**src/rtl/poly_arith_pkg.sv**
```systemverilog
// Purpose: shared ML-KEM coefficient arithmetic types and constants (Q = 3329).
// Latency: n/a (types, constants and one combinational helper).
// Backpressure: n/a.
package poly_arith_pkg;

    typedef logic [11:0] coeff_t;   // one coefficient, canonical range 0..Q-1
    typedef logic [12:0] diff_t;    // two's-complement difference of two coeff_t

    localparam coeff_t Q               = 12'd3329;
    localparam int     N_COEFF_DEFAULT = 256;

    // Zero-extend both operands so bit 12 of the result is the borrow/sign.
    function automatic diff_t sub_raw(input coeff_t a, input coeff_t b);
        return {1'b0, a} - {1'b0, b};
    endfunction

endpackage

```
**src/rtl/poly_sub_stream_if.sv**
```systemverilog
// Purpose: stream bundle for poly_sub_stream (input beat, output beat, status).
// Latency: n/a (wiring only).
// Backpressure: valid/ready on both sides; slave = subtractor, master = its driver.
// Signals: valid_i/ready_o/op1_i/op2_i (input beat), valid_o/ready_i/result_o/last_o
//          (output beat), poly_done_o and range_err_o (status).
interface poly_sub_stream_if;
    import poly_arith_pkg::*;

    logic   valid_i;
    logic   ready_o;
    coeff_t op1_i;
    coeff_t op2_i;
    logic   valid_o;
    logic   ready_i;
    coeff_t result_o;
    logic   last_o;
    logic   poly_done_o;
    logic   range_err_o;

    modport slave (
        input  valid_i, op1_i, op2_i, ready_i,
        output ready_o, valid_o, result_o, last_o, poly_done_o, range_err_o
    );

    modport master (
        output valid_i, op1_i, op2_i, ready_i,
        input  ready_o, valid_o, result_o, last_o, poly_done_o, range_err_o
    );

endinterface

```
**src/rtl/mod_sub_reduce.sv**
```systemverilog
// Purpose: fold a 13-bit signed difference back into 0..Q-1 with one conditional +Q.
// Latency: combinational.
// Backpressure: none (pure function).
// Ports: diff (diff_t, sign in bit 12) in, result (coeff_t) out.
module mod_sub_reduce
    import poly_arith_pkg::*;
(
    input  diff_t  diff,
    output coeff_t result
);

    // A negative difference lies in -(Q-1)..-1, so adding Q once and keeping
    // 12 bits lands it in 1..Q-1. Non-negative values are already reduced.
    always_comb begin
        result = diff[11:0];
        if (diff[12]) begin
            result = diff[11:0] + Q;
        end
    end

endmodule

```
**src/rtl/poly_sub_stream.sv**
```systemverilog
// Purpose: streaming (op1 - op2) mod Q per coefficient, tagging the last beat of each polynomial.
// Latency: 2 cycles accept-to-valid_o when unstalled; 1 beat/cycle throughput.
// Backpressure: 2-stage pipe with per-stage advance; ready_o drops only when both stages hold data and ready_i is low.
// Ports: clk, rst (synchronous, active low), bus (poly_sub_stream_if.slave).
// Build option: POLY_SUB_RANGE_CHECK_EN enables the sticky out-of-range flag on range_err_o.
module poly_sub_stream
    import poly_arith_pkg::*;
#(
    parameter int N_COEFF = N_COEFF_DEFAULT,     // power of two
    parameter int IDX_W   = $clog2(N_COEFF)
) (
    input  logic                clk,
    input  logic                rst,
    poly_sub_stream_if.slave    bus
);

    localparam logic [IDX_W-1:0] IDX_LAST = IDX_W'(N_COEFF - 1);

    logic             adv1;
    logic             adv2;
    logic             accept;

    logic [IDX_W-1:0] idx;

    logic             s1_valid;
    logic             s1_last;
    diff_t            s1_diff;

    logic             s2_valid;
    logic             s2_last;
    coeff_t           s2_result;
    coeff_t           reduced;

    logic             poly_done;

    // Each stage moves when its successor is empty or draining this cycle,
    // which lets a consume and a new accept share one cycle without a bubble.
    assign adv2   = !s2_valid || bus.ready_i;
    assign adv1   = !s1_valid || adv2;
    assign accept = bus.valid_i && adv1;

    // Coefficient index; wraps naturally because N_COEFF is a power of two.
    always_ff @(posedge clk) begin
        if (!rst) begin
            idx <= '0;
        end else if (accept) begin
            idx <= idx + IDX_W'(1);
        end
    end

    // Stage 1: raw difference and last-beat tag.
    always_ff @(posedge clk) begin
        if (!rst) begin
            s1_valid <= 1'b0;
            s1_last  <= 1'b0;
            s1_diff  <= '0;
        end else if (adv1) begin
            s1_valid <= bus.valid_i;
            if (bus.valid_i) begin
                s1_diff <= sub_raw(bus.op1_i, bus.op2_i);
                s1_last <= (idx == IDX_LAST);
            end
        end
    end

    mod_sub_reduce u_reduce (
        .diff   (s1_diff),
        .result (reduced)
    );

    // Stage 2: reduced result. last is qualified with valid so it never
    // lingers on an empty output slot.
    always_ff @(posedge clk) begin
        if (!rst) begin
            s2_valid  <= 1'b0;
            s2_last   <= 1'b0;
            s2_result <= '0;
        end else if (adv2) begin
            s2_valid <= s1_valid;
            s2_last  <= s1_valid && s1_last;
            if (s1_valid) begin
                s2_result <= reduced;
            end
        end
    end

    // Pulse the cycle after the last beat of a polynomial leaves.
    always_ff @(posedge clk) begin
        if (!rst) begin
            poly_done <= 1'b0;
        end else begin
            poly_done <= s2_valid && s2_last && bus.ready_i;
        end
    end

`ifdef POLY_SUB_RANGE_CHECK_EN
    logic range_err;

    // Sticky until reset; the datapath still processes the raw operands.
    always_ff @(posedge clk) begin
        if (!rst) begin
            range_err <= 1'b0;
        end else if (accept && ((bus.op1_i >= Q) || (bus.op2_i >= Q))) begin
            range_err <= 1'b1;
        end
    end

    assign bus.range_err_o = range_err;
`else
    assign bus.range_err_o = 1'b0;
`endif

    assign bus.ready_o     = adv1;
    assign bus.valid_o     = s2_valid;
    assign bus.result_o    = s2_result;
    assign bus.last_o      = s2_last;
    assign bus.poly_done_o = poly_done;

endmodule

```
**src/flat_wrapper.sv**
```systemverilog
// flat-port wrapper written by rule: the top's interface ports become plain ports
module poly_sub_stream_flat import poly_arith_pkg::*;
#(
    parameter int N_COEFF = N_COEFF_DEFAULT,                    
    parameter int IDX_W   = $clog2(N_COEFF)
)
  (clk, rst, bus_valid_i, bus_op1_i, bus_op2_i, bus_ready_i, bus_ready_o, bus_valid_o, bus_result_o, bus_last_o, bus_poly_done_o, bus_range_err_o);
  poly_sub_stream_if bus_i ();
  input  logic clk;
  input  logic rst;
  input wire logic [$bits(bus_i.valid_i)-1:0] bus_valid_i;
  input wire logic [$bits(bus_i.op1_i)-1:0] bus_op1_i;
  input wire logic [$bits(bus_i.op2_i)-1:0] bus_op2_i;
  input wire logic [$bits(bus_i.ready_i)-1:0] bus_ready_i;
  output wire logic [$bits(bus_i.ready_o)-1:0] bus_ready_o;
  output wire logic [$bits(bus_i.valid_o)-1:0] bus_valid_o;
  output wire logic [$bits(bus_i.result_o)-1:0] bus_result_o;
  output wire logic [$bits(bus_i.last_o)-1:0] bus_last_o;
  output wire logic [$bits(bus_i.poly_done_o)-1:0] bus_poly_done_o;
  output wire logic [$bits(bus_i.range_err_o)-1:0] bus_range_err_o;
  assign bus_i.valid_i = bus_valid_i;
  assign bus_i.op1_i = bus_op1_i;
  assign bus_i.op2_i = bus_op2_i;
  assign bus_i.ready_i = bus_ready_i;
  assign bus_ready_o = bus_i.ready_o;
  assign bus_valid_o = bus_i.valid_o;
  assign bus_result_o = bus_i.result_o;
  assign bus_last_o = bus_i.last_o;
  assign bus_poly_done_o = bus_i.poly_done_o;
  assign bus_range_err_o = bus_i.range_err_o;
  poly_sub_stream #(.N_COEFF(N_COEFF), .IDX_W(IDX_W)) u_core (.clk(clk), .rst(rst), .bus(bus_i));
endmodule
```
**config.mk**
```make
export PLATFORM = sky130hd
export DESIGN_NAME = poly_sub_stream_flat
export DESIGN_NICKNAME = d
export VERILOG_FILES = /design/src/rtl/poly_arith_pkg.sv /design/src/rtl/poly_sub_stream_if.sv /design/src/rtl/mod_sub_reduce.sv /design/src/rtl/poly_sub_stream.sv /design/src/flat_wrapper.sv
export SDC_FILE = /design/constraint.sdc
export NUM_CORES = 1
export LEC_CHECK = 0
export CAP_MARGIN = 20
export CORE_AREA = 8 8 85 87
export CTS_BUF_LIST = sky130_fd_sc_hd__clkbuf_2 sky130_fd_sc_hd__clkbuf_4 sky130_fd_sc_hd__clkbuf_8
export DETAILED_ROUTE_END_ITERATION = 8
export DIE_AREA = 0 0 93 95
export PLACE_DENSITY_LB_ADDON = 0.15
export SYNTH_ARGS = -nofsm -noshare
export SYNTH_HDL_FRONTEND = slang
export SYNTH_HIERARCHICAL = 1
export SYNTH_SLANG_ARGS = --single-unit
```
**constraint.sdc**
```tcl
create_clock -name clk -period 2.4 [get_ports clk]
set_input_delay 0.36 -clock clk [delete_from_list [all_inputs] [get_ports clk]]
set_output_delay 0.36 -clock clk [all_outputs]
set_load 0.02 [all_outputs]
```
==> reports/qor.yml, run 1 <==
run_status:
  status: "complete, no violations"
finish:
  drive_gt1_share_pct: 10.06
  final-instance-count-excl-fill: 423
  antennaDiodeCount: 0
  finalNetCount: 390
  syn2layout_area_growth_pct: 29.97
pwr:
  power_density_mw_per_mm2: 516.1
  cell_internal_pwr_uw: 1087
  power_frac_seq_pct: 46.6
  p_sw_share_pct: 29.41
  vdd_drop_max_uv: 222.3
  clkPwrFrac_pct: 29.5
  combPwrFrac_pct: 23.9
  leakage_uw: 0.001169
  switchingPower_uw: 453.0
worst_setup_path:
  cpMostUsedCell: "o211ai_1"
  start_kind: "input port"
  r2r-end: "u_core/s1_diff[11]"
  crit_chain: "clkdlybuf4s50_1, inv_1, ha_1, fa_1, nor2b_1, o2111a_1, o211ai_1, a2111o_1, o211ai_1"
  crit_required_ps: 2620
  critPathMaxFanout: 2
  end_kind: "register"
  reg2reg_slack_ps: 800
  reg2regPathDepth: 6
  arrival_ps: 2410
  cp_slowest_stage_delay_ps: 450
  crit_type: "input port to register"
  crit_start: "bus_op1_i[0]"
  r2r_start: "u_core/bus.valid_o"
  slowest_stage: "clkdlybuf4s50_1"
sta:
  finalSetupTns_ps: 0
  rsz0062_at_grt: "no"
  clock_skew_ps: 7.649
  finalSetupViolations: 0
  slew_viol_final: 0
  hold_viol: 0
  finalCriticalPeriod_ps: 2194
  fmax_mhz: 455.8
  hold_slack_ps: 455.4
  setup_ws_ps: 205.9
  fin_crit_sh_pct: 91.42
synth:
  synth_nets: 335
  synth_ff_type: "dfxtp_1"
  yosys.area.top_type: "dfxtp_1"
  synth_commonest_cells: "nand2_1 (48), dfxtp_1 (38), a21oi_1 (30), nor2_1 (19), inv_1 (17)"
  yosys.cell_types.count: 50
  synth.ff_latch_count: 38
  ys_warn_count: 6
  async_flop_share_pct: 0
  syn-instance-count: 292
  synth_area_per_cell_sq_um: 7.863
  syn_area_sq_mm: 0.002296
  synth_edf_count: 0
  synth.area.top_cells: "dfxtp_1 (33%), nand2_1 (7.8%), ha_1 (7.6%)"
  synth_top_area_share_pct: 33.13
  synth_most_common_cell: "nand2_1"
  seq_area_frac_synth_pct: 33.13
clocking:
  cts_tree: "built"
  cts_resized: 0
  postCtsSetupBuffers: 0
  clockBufferDepth: 2
  insertion_delay_ps: 290
  numCtsBuffers: 5
  ctsRootBufferMaster: "clkbuf_8"
  clk_pin_slew_ps: 80
  htreeDepth: 2
  postCtsHoldBufs: 0
  cts_sinks: 38
place:
  dp_hpwl_um: 4002
  pre_cts_slack_ps: -117.8
  placedCellCount: 415
  gp_congestion: 0.7647
  port-buffer-count: 43
routing:
  drcViolationCount: 0
  vias: 2140
  dr.pass1.iters: 4
  routed_wl_um: 5201
  avgViaCountPerCell: 5.059
  wl_per_cell_um: 12.30
  drt_iter0_drc: 99
  drtAntennaViolNets: 0
global_routing:
  globalRouteOverflowTotal: 0
  track_usage_pct: 12.45
  grt_pass1_wl_um: 9101
  grt_pass1_vias: 2062
  antenna_found_initial: 0
  grt_max_degree: 35
die:
  design.die.area_sq_mm: 0.008835
  fp.coreArea_sq_mm: 0.005816
  rows: 28
  initial_core_util_pct: 39.48
  die_y_um: 95
  design.portCount: 45
  die_w_um: 93
flow_run:
  max_cap_violations: 0
min_path:
  min_to: "u_core/bus.result_o[5]"
  min_path_cells: 2
  min_path_type: "register to register"
  hp-start: "u_core/bus.result_o[5]"
## area by class of cell
type                            instances  area [sq um]
Clock inverter                          2         12.51
Inverter                               18         67.56
Sequential cell                        38         760.7
Fill cell                             573          2831
Timing Repair Buffer                   60         558.0
Multi-Input combinational cell        224          1409
Tap cell                               75         93.84
Clock buffer                            6         82.58
## state kept, by name, indices dropped and copies added (netlist names)
name / count
u_core/bus.last_o: 1
u_core/bus.poly_done_o: 1
u_core/bus.result_o: 12
u_core/bus.valid_o: 1
u_core/idx: 8
u_core/s1_diff: 13
u_core/s1_last: 1
u_core/s1_valid: 1
## worst max-delay path by stage
stage / cells after the start / slack, ps / end
after floorplan: 8 / 390 / u_core/s1_diff[8]
after global placement: 9 / -80 / u_core/s1_diff[8]
after detailed placement: 9 / -120 / u_core/s1_diff[8]
after CTS: 9 / 190 / u_core/s1_diff[8]
after global routing: 9 / 90 / u_core/s1_diff[8]
final: 9 / 210 / u_core/s1_diff[8]
## power groups by stage
stage	clock network (uW)	logic [uW]	registers, uW
global placement	0	366	731
detailed placement	0	369	732
CTS	474	371	717
floorplan	0	226	727
finish	455	368	717
global route	499	415	723
## worst max-delay path: cells and delay by family
| kind | cells | cell delay (ps) |
|---|---|---|
| AOI/OAI and AO/OA | 4 | 810 |
| and+or+nand+nor | 1 | 160 |
| adders and majority gates | 2 | 590 |
| buffers and inverters | 2 | 490 |
## cell families (layout without fill, tap and decap cells)
kind of cell / count (synthesis) / count (layout) / synth area share [%]
and+or+nand+nor: 122 / 122 / 26.27
AOI/OAI and AO/OA: 67 / 67 / 18.91
DFF: 38 / 38 / 33.13
buffers and inverters: 30 / 86 / 5.504
xor gates and xnor gates: 16 / 16 / 6.103
adders and majority gates: 15 / 15 / 8.501
muxes: 3 / 3 / 1.417
other: 1 / 1 / 0.1633
## placed cells by master (no fill, tap or decap), types with 2 or more instances in the layout
| master | synthesis | final |
|---|---|---|
| o2111ai_1 | 2 | 2 |
| nor2b_1 | 6 | 6 |
| nor3_1 | 8 | 8 |
| nand4_1 | 9 | 9 |
| nand3_1 | 13 | 13 |
| o21a_1 | 4 | 4 |
| xor2_1 | 6 | 6 |
| clkbuf_8 | 0 | 6 |
| and3_2 | 2 | 2 |
| o21ai_0 | 11 | 11 |
| xnor2_1 | 10 | 10 |
| o211ai_1 | 5 | 5 |
| dfxtp_1 | 38 | 38 |
| and2_1 | 2 | 2 |
| mux2_2 | 2 | 2 |
| clkdlybuf4s50_1 | 0 | 43 |
| nand2_1 | 48 | 48 |
| a21oi_1 | 30 | 30 |
| buf_4 | 3 | 17 |
| inv_1 | 17 | 17 |
| nand3b_1 | 2 | 2 |
| and4_1 | 2 | 2 |
| a211oi_1 | 3 | 3 |
| or3_1 | 2 | 2 |
| or4_1 | 2 | 2 |
| ha_1 | 14 | 14 |
| nor2_1 | 19 | 19 |
## metal layers
layer	up-vias	GRT usage (%)	wire, um
met3	6	3.413	192
met1	957	16.18	2622
met5	-	0	0
met4	0	4.564	66
li1	1138	-	-
met2	39	19.23	2320
## metrics by stage
step / area (sq um) / power (uW) / utilization, %
after global placement: 2889 / 1097 / 49.68
after floorplan: 2296 / 953.4 / -
after global routing: 2984 / 1637 / 51.31
final: 2984 / 1540 / 51.31
after CTS: 2984 / 1562 / 51.31
after detailed placement: 2889 / 1100 / 49.68
Power figures use the tool's default switching activity.
==> inputs of run 2 (changes only) <==
Settings changed: RECOVER_POWER set to 50.
==> run 2 against run 1 <==
Total power down 0.46%. Critical path depth unchanged. Sequential power barely moved. Sequential share of layout area rose by 0.17 points. Global-route usage stayed put. Clock power barely moved. Maximum frequency about the same. Register-to-register slack worse by 360 ps.
==> reports/qor.yml, run 2 (synthesis results as in run 1) <==
min_path:
  min_path_type: "register to register"  # unchanged
sta:
  clock_skew_ps: 7.439  # was 7.649 ps
  fmax_mhz: 455.6  # was 455.8 MHz
  setup_ws_ps: 205.1  # was 205.9 ps
  finalCriticalPeriod_ps: 2195  # was 2194 ps
  hold_viol: 0  # unchanged
  slew_headroom_pct: 52.57
  slew_viol_final: 0  # unchanged
  fin_crit_sh_pct: 91.46  # was 91.42%
  worst_slew_pin_slew_ps: 711.5
  finalSetupViolations: 0  # unchanged
  rsz0062_at_grt: "no"  # unchanged
  finalSetupTns_ps: 0  # unchanged
finish:
  antennaDiodeCount: 0  # unchanged
  syn2layout_area_growth_pct: 29.10  # was 29.97%
  largest_reg_flops: 13  # unchanged
  mostFrequentLayoutCell: "nand2_1"  # unchanged
  largest-register: "u_core/s1_diff"  # unchanged
  final_cell_mix: "nand2_1 (48), dfxtp_1 (38), clkdlybuf4s50_1 (35), a21oi_1 (31), nor2_1 (19)"  # was nand2_1 (48), clkdlybuf4s50_1 (43), dfxtp_1 (38), a21oi_1 (30), nor2_1 (19)
  drive_gt1_share_pct: 8.908  # was 10.06%
  fill_cells: 580  # was 573
  finalNetCount: 390  # unchanged
routing:
  avgViaCountPerCell: 5.061  # was 5.059
  vias: 2141  # was 2,140
  drtAntennaViolNets: 0  # unchanged
  wl_per_cell_um: 12.24  # was 12.30 um
  drcViolationCount: 0  # unchanged
  routed_wl_um: 5179  # was 5201 um
  dr.pass1.iters: 4  # unchanged
  drt_iter0_drc: 99  # unchanged
global_routing:
  grt_pass1_vias: 2062  # unchanged
  grt_max_degree: 35  # unchanged
  globalRouteOverflowTotal: 0  # unchanged
  grt_pass1_wl_um: 9101  # unchanged
  track_usage_pct: 12.45  # unchanged
  antenna_found_initial: 0  # unchanged
clocking:
  cts_resized: 0  # unchanged
  htreeDepth: 2  # unchanged
  numCtsBuffers: 5  # unchanged
  clk_pin_slew_ps: 80  # about the same
  cts_tree: "built"  # unchanged
  insertion_delay_ps: 290  # about the same
  cts_sinks: 38  # unchanged
  postCtsHoldBufs: 0  # unchanged
  clockBufferDepth: 2  # unchanged
  ctsRootBufferMaster: "clkbuf_8"  # unchanged
  postCtsSetupBuffers: 0  # unchanged
worst_setup_path:
  arrival_ps: 2410  # about the same
  start_kind: "input port"  # unchanged
  critPathMaxFanout: 2  # unchanged
  slowest_stage: "clkdlybuf4s50_1"  # unchanged
  crit_chain: "clkdlybuf4s50_1, inv_1, ha_1, fa_1, nor2b_1, o2111a_1, o211ai_1, a2111o_1, o211ai_1"  # unchanged
  crit_required_ps: 2620  # about the same
  cp_slowest_stage_delay_ps: 450  # about the same
  crit_type: "input port to register"  # unchanged
  end_kind: "register"  # unchanged
  reg2reg_slack_ps: 440  # was 800 ps
  cpMostUsedCell: "o211ai_1"  # unchanged
pwr:
  vdd_drop_max_uv: 221.8  # was 222.3 uV
  finalPower_uw: 1533  # was 1540 uW
  power_density_mw_per_mm2: 517.2  # was 516.1 mW/mm^2
  leakage_uw: 0.001177  # was 0.001169 uW
die:
  initial_core_util_pct: 39.48  # unchanged
  die_y_um: 95  # unchanged
  fp.coreArea_sq_mm: 0.005816  # unchanged
  rows: 28  # unchanged
  design.die.area_sq_mm: 0.008835  # unchanged
  die_w_um: 93  # unchanged
  design.portCount: 45  # unchanged
run_status:
  status: "complete, no violations"  # unchanged
place:
  pre_cts_slack_ps: -117.8  # unchanged
  gp_congestion: 0.7647  # unchanged
  port-buffer-count: 43  # unchanged
  dp_hpwl_um: 4002  # unchanged
flow_run:
  max_cap_violations: 0  # unchanged
run 2: changes by cell type in the layout (fill, tap and decap cells not counted), moves of 2 or more:
cell             before  now
dlygate4sd3_1         0    8
clkbuf_1              0    3
clkbuf_2              0    2
buf_4                17   12
clkdlybuf4s50_1      43   35
run 2: area by class of cell:
class	instances	area [sq um]	area share [%]
Multi-Input combinational cell	224	1405	47.40
Sequential cell	38	760.7	25.66
Timing Repair Buffer	60	541.8	18.28
Tap cell	75	93.84	3.166
Clock buffer	6	82.58	2.786
Inverter	18	67.56	2.279
Clock inverter	2	12.51	0.4221
run 2: metal layers:
layer / GRT usage, % / vias up / routed length, um
met5: 0 / - / 0
met4: 4.564 / 0 / 66
met3: 3.413 / 6 / 216
met2: 19.23 / 46 / 2306
met1: 16.18 / 952 / 2590
li1: - / 1137 / -
run 2: worst paths after layout:
path                            depth (start not counted)                    from                endpoint
worst max-delay path                                    9            bus_op1_i[0]       u_core/s1_diff[8]
worst min-delay path                                    2  u_core/bus.result_o[2]  u_core/bus.result_o[2]
worst min register to register                          2  u_core/bus.result_o[2]  u_core/bus.result_o[2]
worst max register to register                          6      u_core/bus.valid_o      u_core/s1_diff[11]
run 2: through the flow:
stage	instance area, sq um	hold slack, ps	util (%)	std cells
2_1_floorplan	2296	457.8	-	292
3_3_place_gp	2889	442.0	49.68	415
3_5_place_dp	2889	445.9	49.68	415
4_1_cts	2984	457.0	51.31	423
5_1_grt	2964	469.2	50.97	423
6_report	2964	452.5	50.97	423
run 2: worst max-delay path, delay by kind of cell:
| kind | cells | cell delay, ps |
|---|---|---|
| AO/OA/AOI/OAI | 4 | 810 |
| adder cells (fa/ha/maj) | 2 | 590 |
| buffers and inverters | 2 | 490 |
| AND/OR/NAND/NOR | 1 | 160 |
run 2: report_power, final:
| group | internal, uW | switching, uW |
|---|---|---|
| clock network | 231 | 224 |
| logic | 184 | 178 |
| registers | 667 | 50.2 |
| total | 1080 | 452 |
==> inputs of run 3 (changes only) <==
Settings changed: GPL_ROUTABILITY_DRIVEN set to 0.
==> results of run 3 <==
No change in the layout: final DEF, timing and power equal those of run 2.
==> RTL change 1 (settings of run 3) <==
Build with the macro `POLY_SUB_RANGE_CHECK_EN` defined.
--- a/src/rtl/poly_sub_stream.sv
+++ b/src/rtl/poly_sub_stream.sv
@@ -5,2 +5,4 @@
 // Build option: POLY_SUB_RANGE_CHECK_EN enables the sticky out-of-range flag on range_err_o.
+`define POLY_SUB_RANGE_CHECK_EN
+
 module poly_sub_stream
Function: changed (Yosys sat finds a counterexample within 4 cycles, from zero or initial values and one cycle with rst low).
==> RTL change 1 against run 3 <==
Critical path depth unchanged; critical path type unchanged; fmax decreased by 0.32%; hold slack improved by 0.0086 ns; final cell count decreased by 0.47%; highest routed layer unchanged; total power increased by 3.0%; via count increased by 2.6%; die area unchanged; area after synthesis increased by 4.6%; sequential power increased by 2.8%; wire length increased by 7.5%; critical endpoint unchanged; sequential cell count increased by 1; clock skew about the same; final area increased by 2.9%; largest power group unchanged; setup slack got worse by 0.0071 ns.
==> RTL change 1: results (changes against run 3) <==
- Syn_nets: 337 (+0.60%)
- Post-synthesis xor/xnor area fraction: 0.0620 (+0.000976)
- Global-route usage over all layers: 0.132 (+0.00746)
- Setup WS pre-CTS: -0.126 ns (-0.00797 ns)
- Initial DRC count: 98 (-1.0%)
- Layout cell share with drive strength beyond 1: 0.0751 (-0.0139)
- F_max: 454 MHz (-0.32%)
- First-pass GRT wire length: 9.56 mm (+5.0%)
- Fillers: 585 (+0.86%)
- Pleak: 1.27 nW (+8.2%)
- Vias per inst: 5.22 (+3.1%)
- Routing usage on met1: 0.154 (-0.00788)
- R2r setup slk: 0.50 ns (+0.06 ns)
- Outcome: finished, final reports clean
- Multiplexer share of the synthesized area: 0.0719 (+0.0577)
- Crit-path max cell delay: 0.47 ns (+0.02 ns)
- Slowest CP cell: clkdlybuf4s50_1
- Final nets: 388 (-0.51%)
- Slew @ Worst Pin: 0.921 ns (+0.210 ns)
- Hold WC Path Type: register to register
- Max reg flops: 13 (unchanged)
- Post-synth cell types: 49 (-2.0%)
- Met3 Resource Use GR: 0.0341 (unchanged)
- Clock Skews: 0.00761 ns (+0.000172 ns)
- VDD IR max: 253 uV (+14%)
- Root Buffer: clkbuf_8
- Initial antenna violation count: 0 (unchanged)
- Worst-Skew Late Latency: 0.30 ns
- Ys async rst share: 0 (unchanged)
- IO buf count: 44 (+2.3%)
- Min Hold Slack: 0.461 ns (+0.00864 ns)
- H-tree depth: 2 (unchanged)
- Final wirelength: 5.57 mm (+7.5%)
- HPWL after detailed placement: 4.46 mm (+11%)
- Sequential area share after synthesis: 0.325 (-0.00617)
- TritonRoute pass-1 iters: 4 (unchanged)
- Synth top area cells: dfxtp_1 (33%), ha_1 (7.3%), mux2i_1 (6.3%)
- Yosys warnings: 6 (unchanged)
- Adder-cell share of the synthesized area: 0.0813 (-0.00372)
- Top cells by count, synth: dfxtp_1 (39), nor2_1 (37), a21oi_1 (21), nand2_1 (21), inv_1 (18)
- Crit path max fanout: 4 (+2)
- Met2 GRT Util: 0.225 (+0.0325)
- Max clock buf depth: 2 (unchanged)
- Total CTS buffers: 5 (unchanged)
- CP delay by family, top: adder cells
- Compound-gate portion of the synthesized area: 0.155 (-0.0343)
- Largest net degree at the start of global routing: 22 (-37%)
RTL change 1: cell count changes after synthesis, moves of 3 or more:
cell | run 3 | this run
a211oi_1 | 3 | 7
mux2i_1 | 1 | 15
a21oi_1 | 30 | 21
buf_2 | 2 | 6
nand2_1 | 48 | 21
and3_1 | 0 | 3
nor2_1 | 19 | 37
nor4_1 | 1 | 5
clkbuf_1 | 7 | 4
RTL change 1: what timing repair did:
| item | in CTS | in global routing |
|---|---|---|
| endpoints found under the hold margin | 0 | 0 |
| resized for setup | 0 | 1 |
| endpoints found under the setup margin | 0 | 1 |
RTL change 1: path summary, 6_finish.rpt:
check | start | end | cells past startpoint
max | bus_op1_i[0] | u_core/s1_diff[8] | 9
min reg2reg | u_core/s1_last | u_core/s1_last | 2
max reg2reg | u_core/bus.valid_o | u_core/idx[6] | 6
min | u_core/s1_last | u_core/s1_last | 2
RTL change 1: through the flow:
step | total power (W) | cells | cell area (um^2)
3_5_place_dp | 0.00114 | 413 | 2970
3_3_place_gp | 0.00114 | 413 | 2970
5_1_grt | 0.00168 | 421 | 3050
2_1_floorplan | 0.000992 | 294 | 2400
4_1_cts | 0.00160 | 421 | 3060
6_report | 0.00158 | 421 | 3050
RTL change 1: routing by layer:
layer,wire length (um),vias to the layer above
met2,2580,45
met3,255,5
met1,2650,997
met5,0,-
met4,78,0
li1,-,1149
RTL change 1: cells by family after synthesis:
group | after synthesis
simple gates | 116
compound gates | 59
flops | 39
buf+inv | 31
xor+xnor | 17
mux | 17
fa+ha+maj | 15
RTL change 1: cell type report:
class / instances / area, um^2 / area share
Multi-Input combinational cell: 224 / 1490 / 0.489
Sequential cell: 39 / 781 / 0.256
Timing Repair Buffer: 57 / 523 / 0.172
Tap cell: 75 / 93.8 / 0.0308
Clock buffer: 5 / 68.8 / 0.0226
Inverter: 18 / 67.6 / 0.0222
Clock inverter: 3 / 23.8 / 0.00780
RTL change 1: worst register-to-register path, cell delays in order, from the launching register on:
cell and delay (ns):
dfxtp_1 0.34, nor2b_1 0.16, a21oi_1 0.14, clkbuf_1 0.70, nand4_1 0.21, xor2_1 0.18, nor2_1 0.05
RTL change 1: report_power, final:
group,switching [W],internal [W],total (W)
registers,0.0000512,0.000686,0.000737
clock network,0.000248,0.000208,0.000456
logic,0.000192,0.000194,0.000386
total,0.000492,0.00109,0.00158
==> RTL change 2 (settings of run 3) <==
Made on the original files. Set the package constant `N_COEFF_DEFAULT` to 512 (it was 256).
--- a/src/rtl/poly_arith_pkg.sv
+++ b/src/rtl/poly_arith_pkg.sv
@@ -9,3 +9,3 @@
     localparam coeff_t Q               = 12'd3329;
-    localparam int     N_COEFF_DEFAULT = 256;
+    localparam int     N_COEFF_DEFAULT = 512;
 
Check against the original RTL: same outputs for any inputs over 10 cycles, from zero or initial values and one cycle with rst low; that may be too few to reach the edited logic, so the function may still have changed.
==> RTL change 2 against run 3 <==
Total power grew 7.8%; wire length shrank 4.5%; fmax shrank 2.7%; final area grew 1.8%; sequential cell count grew 1; setup slack lost 0.062 ns; area after synthesis grew 2.2%; utilization grew 0.93 points; final cell count shrank 0.24%; sequential power grew 3%; critical endpoint is now u_core/s1_diff[12]; highest routed layer unchanged.
==> RTL change 2: results (changes against run 3) <==
- Outcome: finished, final reports clean
- Arr. time, crit path: 2.43 ns (+0.02 ns)
- Vias per inst: 4.91 (-3.1%)
- Reg2Reg Depth: 5 (-1)
- Syn_nets: 339 (+1.2%)
- Antenna Cells: 0 (unchanged)
- CP Capture Point: u_core/s1_diff[12]
- Adder-cell share of the synthesized area: 0.0885 (+0.00347)
- Initial DRC count: 78 (-21%)
- Largest net degree at the start of global routing: 16 (-54%)
- Internal: 0.00121 W (+12%)
- Synth top area cells: dfxtp_1 (33%), nand2_1 (8.3%), ha_1 (8.0%)
- Comb_multi_in: 223 (-0.45%)
- RR Startpoint: u_core/s1_diff[2]
- Seq area share: 0.259 (+0.00206)
- HPWL after detailed placement: 3.97 mm (-0.83%)
- Hold path start: u_core/bus.result_o[4]
- First-pass GRT wire length: 9.00 mm (-1.1%)
- Layout cell share with drive strength beyond 1: 0.0749 (-0.0142)
- CP delay by family, top: compound AO/OA/AOI/OAI gates
- Sequential area share after synthesis: 0.333 (+0.00129)
- Clock Power Share: 0.334 (+0.038)
- Synthesized area per cell: 7.96 um^2 (+1.2%)
- Headroom to the max-slew limit: 0.524 (-0.00168)
- Slowest CP cell: clkdlybuf4s50_1
- Multi-input logic area: 1430 um^2 (+1.8%)
- Multiplexer share of the synthesized area: 0.0133 (-0.000843)
- Fillers: 593 (+2.2%)
- Top cells by count, synth: nand2_1 (52), dfxtp_1 (39), a21oi_1 (21), inv_1 (21), nor2_1 (16)
- Clk power: 0.000552 W (+22%)
- Hold Path End: u_core/bus.result_o[4]
- Final Non-Filler Cells: 422 (-0.24%)
- FF+latch count: 39 (+2.6%)
- Number of global-route vias before repair: 2078 (+0.78%)
- Clock Skews: 0.00574 ns (-0.00170 ns)
- Inverters: 21 (+3)
- R2r setup slk: 0.80 ns (+0.36 ns)
- Global-route usage over all layers: 0.120 (-0.00497)
- Pleak: 1.24 nW (+5.4%)
- P_seq: 0.000736 W (+3%)
- Compound-gate portion of the synthesized area: 0.175 (-0.0143)
- Bufs w/o clock: 56 (-6.7%)
- Crit path max fanout: 3 (+1)
- Post-synthesis xor/xnor area fraction: 0.0821 (+0.0211)
- ClkCell Share: 0.0390 (+0.00689)
- FF-to-FF End: u_core/bus.result_o[11]
- VDD IR max: 238 uV (+7.3%)
-- RTL change 2: cells by family after synthesis --
family                     count (synthesis)
other                                      1
muxes                                      3
AOI/OAI and AO/OA                         61
adders and majority gates                 16
DFF                                       39
xor gates and xnor gates                  22
buffers and inverters                     33
and+or+nand+nor                          120
-- RTL change 2: stage by stage --
step | hold WS (ns) | worst slack, ns | area, um^2 | util
floorplan | 0.436 | 0.387 | 2350 | -
global placement | 0.443 | -0.130 | 2910 | 0.501
detailed placement | 0.447 | -0.148 | 2910 | 0.501
CTS | 0.457 | 0.148 | 3030 | 0.521
global route | 0.479 | 0.0345 | 3020 | 0.519
finish | 0.454 | 0.144 | 3020 | 0.519
-- RTL change 2: metal layers --
layer / wire [um] / global-route usage / vias to the layer above
li1: - / - / 1113
met1: 2420 / 0.145 / 920
met2: 2270 / 0.204 / 35
met3: 221 / 0.0294 / 2
met4: 33 / 0.0362 / 0
met5: 0 / 0 / -
